===== src/rtl/result_row_drain.sv =====
// result_row_drain
//   Consumer end of the systolic array result path. Captures MATRIX_SIZE result
//   rows (one per row_valid cycle) into a local matrix buffer, then streams the
//   matrix out one element per beat, row-major, over a valid/ready handshake.
//
//   Optional feature: define DRAIN_RELU_EN to clamp negative elements to zero as
//   they are loaded into m_data (the stored buffer is never modified).
//
// Ports
//   clk        clock, all logic on posedge
//   rst        synchronous active-high reset; aborts any capture/stream
//   row_valid  row_in holds a valid result row this cycle
//   row_in     packed signed row, column c at [c*DATA_WIDTH +: DATA_WIDTH]
//   m_valid    m_data holds a valid element
//   m_ready    downstream accepts when m_valid && m_ready
//   m_data     signed element, row-major order
//   m_last     high with the final element of a matrix
//   busy       high while capturing or streaming
//   overflow   sticky: a row arrived while streaming and was dropped
module result_row_drain #(
  parameter int MATRIX_SIZE = 5,
  parameter int DATA_WIDTH  = 8
) (
  input  logic                              clk,
  input  logic                              rst,
  input  logic                              row_valid,
  input  logic [DATA_WIDTH*MATRIX_SIZE-1:0] row_in,
  output logic                              m_valid,
  input  logic                              m_ready,
  output logic signed [DATA_WIDTH-1:0]      m_data,
  output logic                              m_last,
  output logic                              busy,
  output logic                              overflow
);

  localparam int CW = $clog2(MATRIX_SIZE) + 1;
  localparam int AW = (MATRIX_SIZE > 1) ? $clog2(MATRIX_SIZE) : 1;
  localparam logic [CW-1:0] LAST_IDX = CW'(MATRIX_SIZE - 1);

  typedef enum logic [1:0] {
    IDLE,
    CAPTURE,
    STREAM
  } state_t;

  state_t state, state_nxt;

  logic [DATA_WIDTH*MATRIX_SIZE-1:0] mem [MATRIX_SIZE];

  logic [CW-1:0] wr_row, wr_row_nxt;
  logic [CW-1:0] rd_row, rd_row_nxt;
  logic [CW-1:0] rd_col, rd_col_nxt;
  logic          m_valid_nxt, m_last_nxt, overflow_nxt;
  logic signed [DATA_WIDTH-1:0] m_data_nxt;

  logic          beat, final_beat;
  logic          row_we, cap_done;
  logic [CW-1:0] row_widx;
  logic          load;
  logic [CW-1:0] ld_row, ld_col;
  logic [DATA_WIDTH*MATRIX_SIZE-1:0] ld_vec;
  logic signed [DATA_WIDTH-1:0]      ld_elem;

  assign beat       = m_valid && m_ready;
  assign final_beat = beat && m_last;
  assign busy       = (state != IDLE);

  // Row write port: a row is accepted in IDLE, in CAPTURE, or in the cycle the
  // final beat of the current matrix is accepted (it becomes row 0 of the next).
  always_comb begin
    row_we   = 1'b0;
    row_widx = wr_row;
    unique case (state)
      IDLE: begin
        row_we   = row_valid;
        row_widx = '0;
      end
      CAPTURE: begin
        row_we   = row_valid;
      end
      STREAM: begin
        row_we   = row_valid && final_beat;
        row_widx = '0;
      end
      default: begin
        row_we   = 1'b0;
      end
    endcase
    cap_done   = row_we && (row_widx == LAST_IDX);
    wr_row_nxt = wr_row;
    if (row_we) begin
      wr_row_nxt = cap_done ? '0 : row_widx + 1'b1;
    end
    overflow_nxt = overflow || ((state == STREAM) && row_valid && !final_beat);
  end

  always_ff @(posedge clk) begin
    if (row_we) begin
      mem[row_widx[AW-1:0]] <= row_in;
    end
  end

  // State register
  always_ff @(posedge clk) begin
    if (rst) begin
      state <= IDLE;
    end else begin
      state <= state_nxt;
    end
  end

  // Next-state logic
  always_comb begin
    state_nxt = state;
    unique case (state)
      IDLE: begin
        if (row_valid) begin
          state_nxt = cap_done ? STREAM : CAPTURE;
        end
      end
      CAPTURE: begin
        if (cap_done) begin
          state_nxt = STREAM;
        end
      end
      STREAM: begin
        if (final_beat) begin
          if (row_valid) begin
            state_nxt = cap_done ? STREAM : CAPTURE;
          end else begin
            state_nxt = IDLE;
          end
        end
      end
      default: state_nxt = IDLE;
    endcase
  end

  // Output logic. The first STREAM cycle (m_valid low) primes the output
  // register with [0][0]; afterwards each accepted beat loads the next element,
  // so rd_row/rd_col always name the element currently presented.
  always_comb begin
    m_valid_nxt = m_valid;
    m_last_nxt  = m_last;
    rd_row_nxt  = rd_row;
    rd_col_nxt  = rd_col;
    load        = 1'b0;
    ld_row      = rd_row;
    ld_col      = rd_col;

    if (state == STREAM) begin
      if (!m_valid) begin
        load   = 1'b1;
        ld_row = '0;
        ld_col = '0;
      end else if (beat) begin
        if (m_last) begin
          m_valid_nxt = 1'b0;
          m_last_nxt  = 1'b0;
        end else begin
          load = 1'b1;
          if (rd_col == LAST_IDX) begin
            ld_row = rd_row + 1'b1;
            ld_col = '0;
          end else begin
            ld_col = rd_col + 1'b1;
          end
        end
      end
    end

    ld_vec  = mem[ld_row[AW-1:0]];
    ld_elem = ld_vec[ld_col*DATA_WIDTH +: DATA_WIDTH];

    m_data_nxt = m_data;
    if (load) begin
      m_valid_nxt = 1'b1;
      rd_row_nxt  = ld_row;
      rd_col_nxt  = ld_col;
      m_last_nxt  = (ld_row == LAST_IDX) && (ld_col == LAST_IDX);
`ifdef DRAIN_RELU_EN
      m_data_nxt  = ld_elem[DATA_WIDTH-1] ? '0 : ld_elem;
`else
      m_data_nxt  = ld_elem;
`endif
    end
  end

  always_ff @(posedge clk) begin
    if (rst) begin
      m_valid  <= 1'b0;
      m_data   <= '0;
      m_last   <= 1'b0;
      overflow <= 1'b0;
      wr_row   <= '0;
      rd_row   <= '0;
      rd_col   <= '0;
    end else begin
      m_valid  <= m_valid_nxt;
      m_data   <= m_data_nxt;
      m_last   <= m_last_nxt;
      overflow <= overflow_nxt;
      wr_row   <= wr_row_nxt;
      rd_row   <= rd_row_nxt;
      rd_col   <= rd_col_nxt;
    end
  end

endmodule


===== config.mk =====
export PLATFORM = sky130hd
export DESIGN_NAME = result_row_drain
export DESIGN_NICKNAME = d
export VERILOG_FILES = /design/src/rtl/result_row_drain.sv
export SDC_FILE = /design/constraint.sdc
export NUM_CORES = 1
export LEC_CHECK = 0
export CORE_AREA = 2 2 114 198
export CTS_CLUSTER_SIZE = 24
export DETAILED_ROUTE_END_ITERATION = 10
export DIE_AREA = 0 0 116 200
export PLACE_DENSITY = 0.66
export SLEW_MARGIN = 10
export SYNTH_ARGS = -nofsm -noshare
export SYNTH_HDL_FRONTEND = slang
export SYNTH_SLANG_ARGS = --single-unit

===== constraint.sdc =====
create_clock -name clk -period 6.04 [get_ports clk]
set_input_delay 1.208 -clock clk [delete_from_list [all_inputs] [get_ports clk]]
set_output_delay 1.208 -clock clk [all_outputs]
set_load 0.05 [all_outputs]

[After elaboration in Yosys (flattened, before gate mapping)]
Memory sizes are Yosys's and may differ from the RTL's.
Cells that the tools add are included.
Word-level totals
  register bits: 25
  bits in latches: 0
  bits in writable memories: 200
  bits in read-only memories: 0
  bits of input ports: 44
  output and inout bits: 12
  word-level logic and storage cells: 73
  memories: 1
Memories
  mem: words 5, bits a word 40, rd ports 1, clocked after memory_dff 0, wr ports 1, line 48  | logic [DATA_WIDTH*MATRIX_SIZE-1:0] mem [MATRIX_SIZE];
Cells by class
  $add $sub $neg: 3
  multipliers: 0
  div/mod/pow operators: 0
  magnitude comparators: 0
  equality and inequality tests: 9
  shifts and indexed selects: 1
  muxes and demuxes: 33
  bitwise logic cells: 0
  reduce and logical (&&, ||, !) cells: 18
Operators by type and width (number)
  $mux W4: 12
  $shiftx A40 B8 Y8: 1
  $eq A4 B3 Y1 const B: 4
  $mux W1: 14
  $add A4 B1 Y4 const B: 3
  $mux W2: 5
  $reduce_bool A2 Y1: 4
  $logic_and A1 B1 Y1: 7
  $ne A2 B2 Y1 const B: 3
  $pmux W2 S3: 1
  $reduce_and A3 Y1: 2
  $reduce_or A2 Y1: 2
  $eq A2 B1 Y1 const B: 1
  $eq A2 B2 Y1 const B: 1
  $logic_not A2 Y1: 1
  $pmux W1 S2: 1
  $logic_not A1 Y1: 1
  $logic_or A1 B1 Y1: 1

[Depth between registers and ports, before layout]
  word-level depth: 9
  depth in mapped cells: 12
  gate-level depth less buffers: 9

[Worst setup path after synthesis]
No wires, ideal clock.
  path kind: input to register
  from: input port m_ready
  to: memory mem[4][0] in the netlist's numbering, enable pin
  setup time: 0.537 ns
  arrival time: 5.590 ns
  required time: 5.503 ns
  path slack: -0.087 ns
  stages: 4
  buffers on the path: 0
  cells stage by stage: nand3_1 > o21ai_0 > nand2_1 > nor4_1
Between the ends
  cells in the longest elaborated chain, start to end: 6
RTL lines
  start, declared: line 29  | input logic m_ready,
  $logic_and A1 B1 Y1: line 64  | assign beat = m_valid && m_ready;
  $logic_and A1 B1 Y1: line 65  | assign final_beat = beat && m_last;
  $logic_and A1 B1 Y1: line 82  | row_we = row_valid && final_beat;
  $pmux W1 S2: line 73  | unique case (state)
  $mux W1: line 98  | if (row_we) begin
  $mux W1 (not written as such): line 99  | mem[row_widx[AW-1:0]] <= row_in;
  end, declared: line 48
No other way between the ends.

[Worst setup path after layout]
  from: input port m_ready
  to: register m_data[0]
Between the ends
  cells in the longest elaborated chain, start to end: 6
  elaborated cells on any way between the ends: 12
  classes of those cells: 1 x shift; 9 x mux; 1 x reduce/logical; 1 x memory
RTL lines
  $logic_and A1 B1 Y1 *: line 64
  $mux W4: line 156  | end else if (beat) begin
  $mux W4: line 152  | if (!m_valid) begin
  $mux W4: line 151  | if (state == STREAM) begin
  $mem_v2 Z5 W40
  $shiftx A40 B8 Y8: line 173  | ld_elem = ld_vec[ld_col*DATA_WIDTH +: DATA_WIDTH];
  end signal, assigned: line 200  | m_data <= m_data_nxt;
  end, declared: line 30  | output logic signed [DATA_WIDTH-1:0] m_data,
Every way passes the cells marked *; elsewhere a longest branch is shown, timed or not.
A chain may end at the register's enable or synchronous reset.

==> results_dict.tcl <==
set metrics [dict create \
    status "finished, final reports clean" \
    synth.most_common_cell "edfxtp_1" \
    die_h_um 200 \
    clk_latency_ns 0.51 \
    rr_startpoint "state[0]" \
    postCtsHoldBufs 0 \
    wl_per_cell_um 22.0 \
    area_delta_synth_final_pct 16.4 \
    crit_required_ns 6.37 \
    setup_violations 0 \
    synth_top_area_frac 0.642 \
    clock-sinks 225 \
    fmax_mhz 237 \
    track_usage 0.189 \
    yosys_most_used_dff "edfxtp_1" \
    drtAntennaViolNets 0 \
    finClkSkew_ns 0.0124 \
    p_sw_frac 0.203 \
    port_buffers 55 \
    viasPerCell 5.71 \
    synth_nets 664 \
    yosysWarnings 0 \
    avgSynthCellArea_um2 15.2 \
    die-area_um2 23200 \
    critPathMaxFanout 17 \
    r2r_end "m_data[1]" \
    grt_max_degree 41 \
    maxCapViolCount 0 \
    drtPass1Iterations 5 \
    grt-ovfl-total 0 \
    hpwl_um 13900 \
    grt_pass1_vias 5866 \
    synth-edff-count 200 \
    initial_core_util 0.435 \
    ys_top_cells_by_count "edfxtp_1 (200), nand2_1 (56), mux2i_1 (52)" \
    fp.coreArea_um2 21500 \
    rows 71 \
    nets 724 \
    cts_resized 0 \
    startpoint_type "primary input" \
    p_switching_mw 0.634 \
    place.gp.congestion 0.831 \
    max_slew_margin 0.116 \
    grt_pass1_wl_um 33000 \
    cts.path.max_buffers 3 \
    crit_path_end_kind "register" \
    synth_area_leaders "edfxtp_1 (64%), mux2i_1 (5.6%), dfxtp_1 (5.3%), nand2_1 (2.2%), mux2_2 (1.8%)" \
    hold_violations 0 \
    cts-root-buf "clkbuf_16" \
    die_x_um 116 \
    fin_crit_ns 4.22 \
    ys_ff_latch 225 \
    ir_worst_vdd_uv 210 \
    fin_crit_sh 0.699 \
    holdCritPathClass "register to register" \
    cts-htree-levels 1 \
    cts_tree "yes" \
    ioPinCount 56 \
    tightest_slew_ns 1.32 \
    synth.cell_area_um2 9360 \
    leakagePower_nw 3.71 \
    antenna_found_initial 0 \
    internal_power_mw 2.49 \
    vias 5598 \
    p_clk_frac 0.414 \
    drc 0 \
    diodes 0 \
    synth_cell_types 68 \
    synth_seq_area_share 0.695 \
    worstPathArrival_ns 4.56 \
    rsz0062_at_grt "false" \
    hold_depth 2 \
    final_layout_size_suffix_gt1_frac 0.119 \
    slew_viol_final 0 \
    cts_setup_buffers 0 \
    clk_pin_slew_ns 0.07 \
    whs_endpoint "overflow" \
    path_class "primary input to register" \
    synth_cells 615 \
    yosysTopAreaCell "edfxtp_1" \
    r2r_slack_ns 2.05 \
    total_power_mw 3.12 \
    power_density_nw_per_um2 286 \
    pwr-share-comb 0.032 \
    hold_path_startpoint "overflow" \
    fin_util 0.507 \
    ys_async_sr_fraction 0 \
    wl_um 21600 \
    drtIter0Drc 470 \
    p_seq_frac 0.554 \
    r2r_cells 7 \
    numCtsBuffers 21 \
]
## state kept, by name, indices dropped and copies added (netlist names)
signal and cells:
m_last 1, m_data 8, m_valid 1, mem 200
overflow 1, rd_row 4, wr_row 4, state 2
rd_col 4
## worst max path at each step
stage / cells past startpoint / startpoint / slack, ns / end
finish: 10 / m_ready / 1.82 / m_data[0]
global placement: 8 / m_ready / 1.17 / m_data[7]
floorplan: 4 / m_ready / -0.05 / mem[2][0]
detailed placement: 8 / m_ready / 1.29 / m_data[1]
global route: 8 / m_ready / 1.67 / m_data[1]
CTS: 8 / m_ready / 1.80 / m_data[1]
## stage by stage
stage / setup slack, ns / hold WS, ns / cells / instance area [um^2] / TNS [ns]
2_1_floorplan: -0.0462 / 0.485 / 615 / 9360 / -3.68
3_5_place_dp: 1.29 / 0.481 / 944 / 10200 / 0
5_1_grt: 1.67 / 0.546 / 981 / 10900 / 0
3_3_place_gp: 1.17 / 0.457 / 944 / 10200 / 0
4_1_cts: 1.80 / 0.501 / 981 / 10900 / 0
6_report: 1.82 / 0.501 / 981 / 10900 / 0
## final cells by class
cell class                 count  area, um^2
clock buffer                  21         526
timing repair buffer          68         648
multi-input combinational    348        2670
fill                        1856       10600
clock inverter                16         134
tap                          292         365
sequential                   225        6510
inverter                      11        41.3
## routing by layer
| metal | wire [um] | track usage | share of wire |
|---|---|---|---|
| met4 | 933 | 0.0930 | 0.043 |
| met2 | 11600 | 0.344 | 0.54 |
| met3 | 1080 | 0.0269 | 0.050 |
| met1 | 8040 | 0.215 | 0.37 |
| met5 | 0 | 0 | 0 |
## power by group through the flow
stage | Sequential, mW | Combinational [mW] | Clock [mW]
after CTS | 1.73 | 0.101 | 1.32
after detailed placement | 1.76 | 0.100 | 0
final | 1.73 | 0.0996 | 1.29
after global placement | 1.76 | 0.0981 | 0
after floorplan | 1.76 | 0.0370 | 0
after global routing | 1.73 | 0.107 | 1.36
## logic make-up (layout without fill, tap and decap cells)
family          count (synthesis)  count (layout)  synth area share
xor+xnor                        2               2           0.00187
mux                            77              77            0.0933
fa+ha+maj                       5               5           0.00669
flops                         225             225             0.695
simple gates                  141             141            0.0777
buf+inv                        42             116            0.0238
compound gates                123             123             0.101
## cells in the final DEF, fill, tap and decap left out, types with 3 or more instances in the layout
master and count:
buf_4 13, o221a_2 3, a31oi_1 4, mux2i_1 52, o221ai_1 4, a21oi_1 12
ha_1 5, dfxtp_1 25, and3_1 4, a311oi_1 6, o21ai_0 14, a2111oi_0 3
a21boi_0 8, nor3_1 3, clkdlybuf4s50_1 55, a221oi_1 15, o211ai_1 9, a2bb2oi_1 3
mux2_1 3, o211a_1 5, o21a_1 3, nand4_1 4, nand2b_1 4, nand3_1 8
inv_1 11, and2_1 13, mux2_2 15, a211o_1 4, mux4_2 6, clkinv_1 7
clkbuf_16 21, clkinv_2 3, edfxtp_1 200, nor2_1 22, a221o_1 4, nand2_1 56
a21o_1 8, o2bb2ai_1 4
## critical path, cell delays in order
cell             delay, ns
clkdlybuf4s50_1       0.57
nand2b_1              0.15
a21o_1                0.39
a21oi_2               0.21
buf_4                 0.32
buf_4                 0.26
mux2i_1               0.22
mux2i_1               0.10
a2111oi_0             0.94
a311oi_1              0.18
No activity file was read; power rests on OpenSTA's default activity.
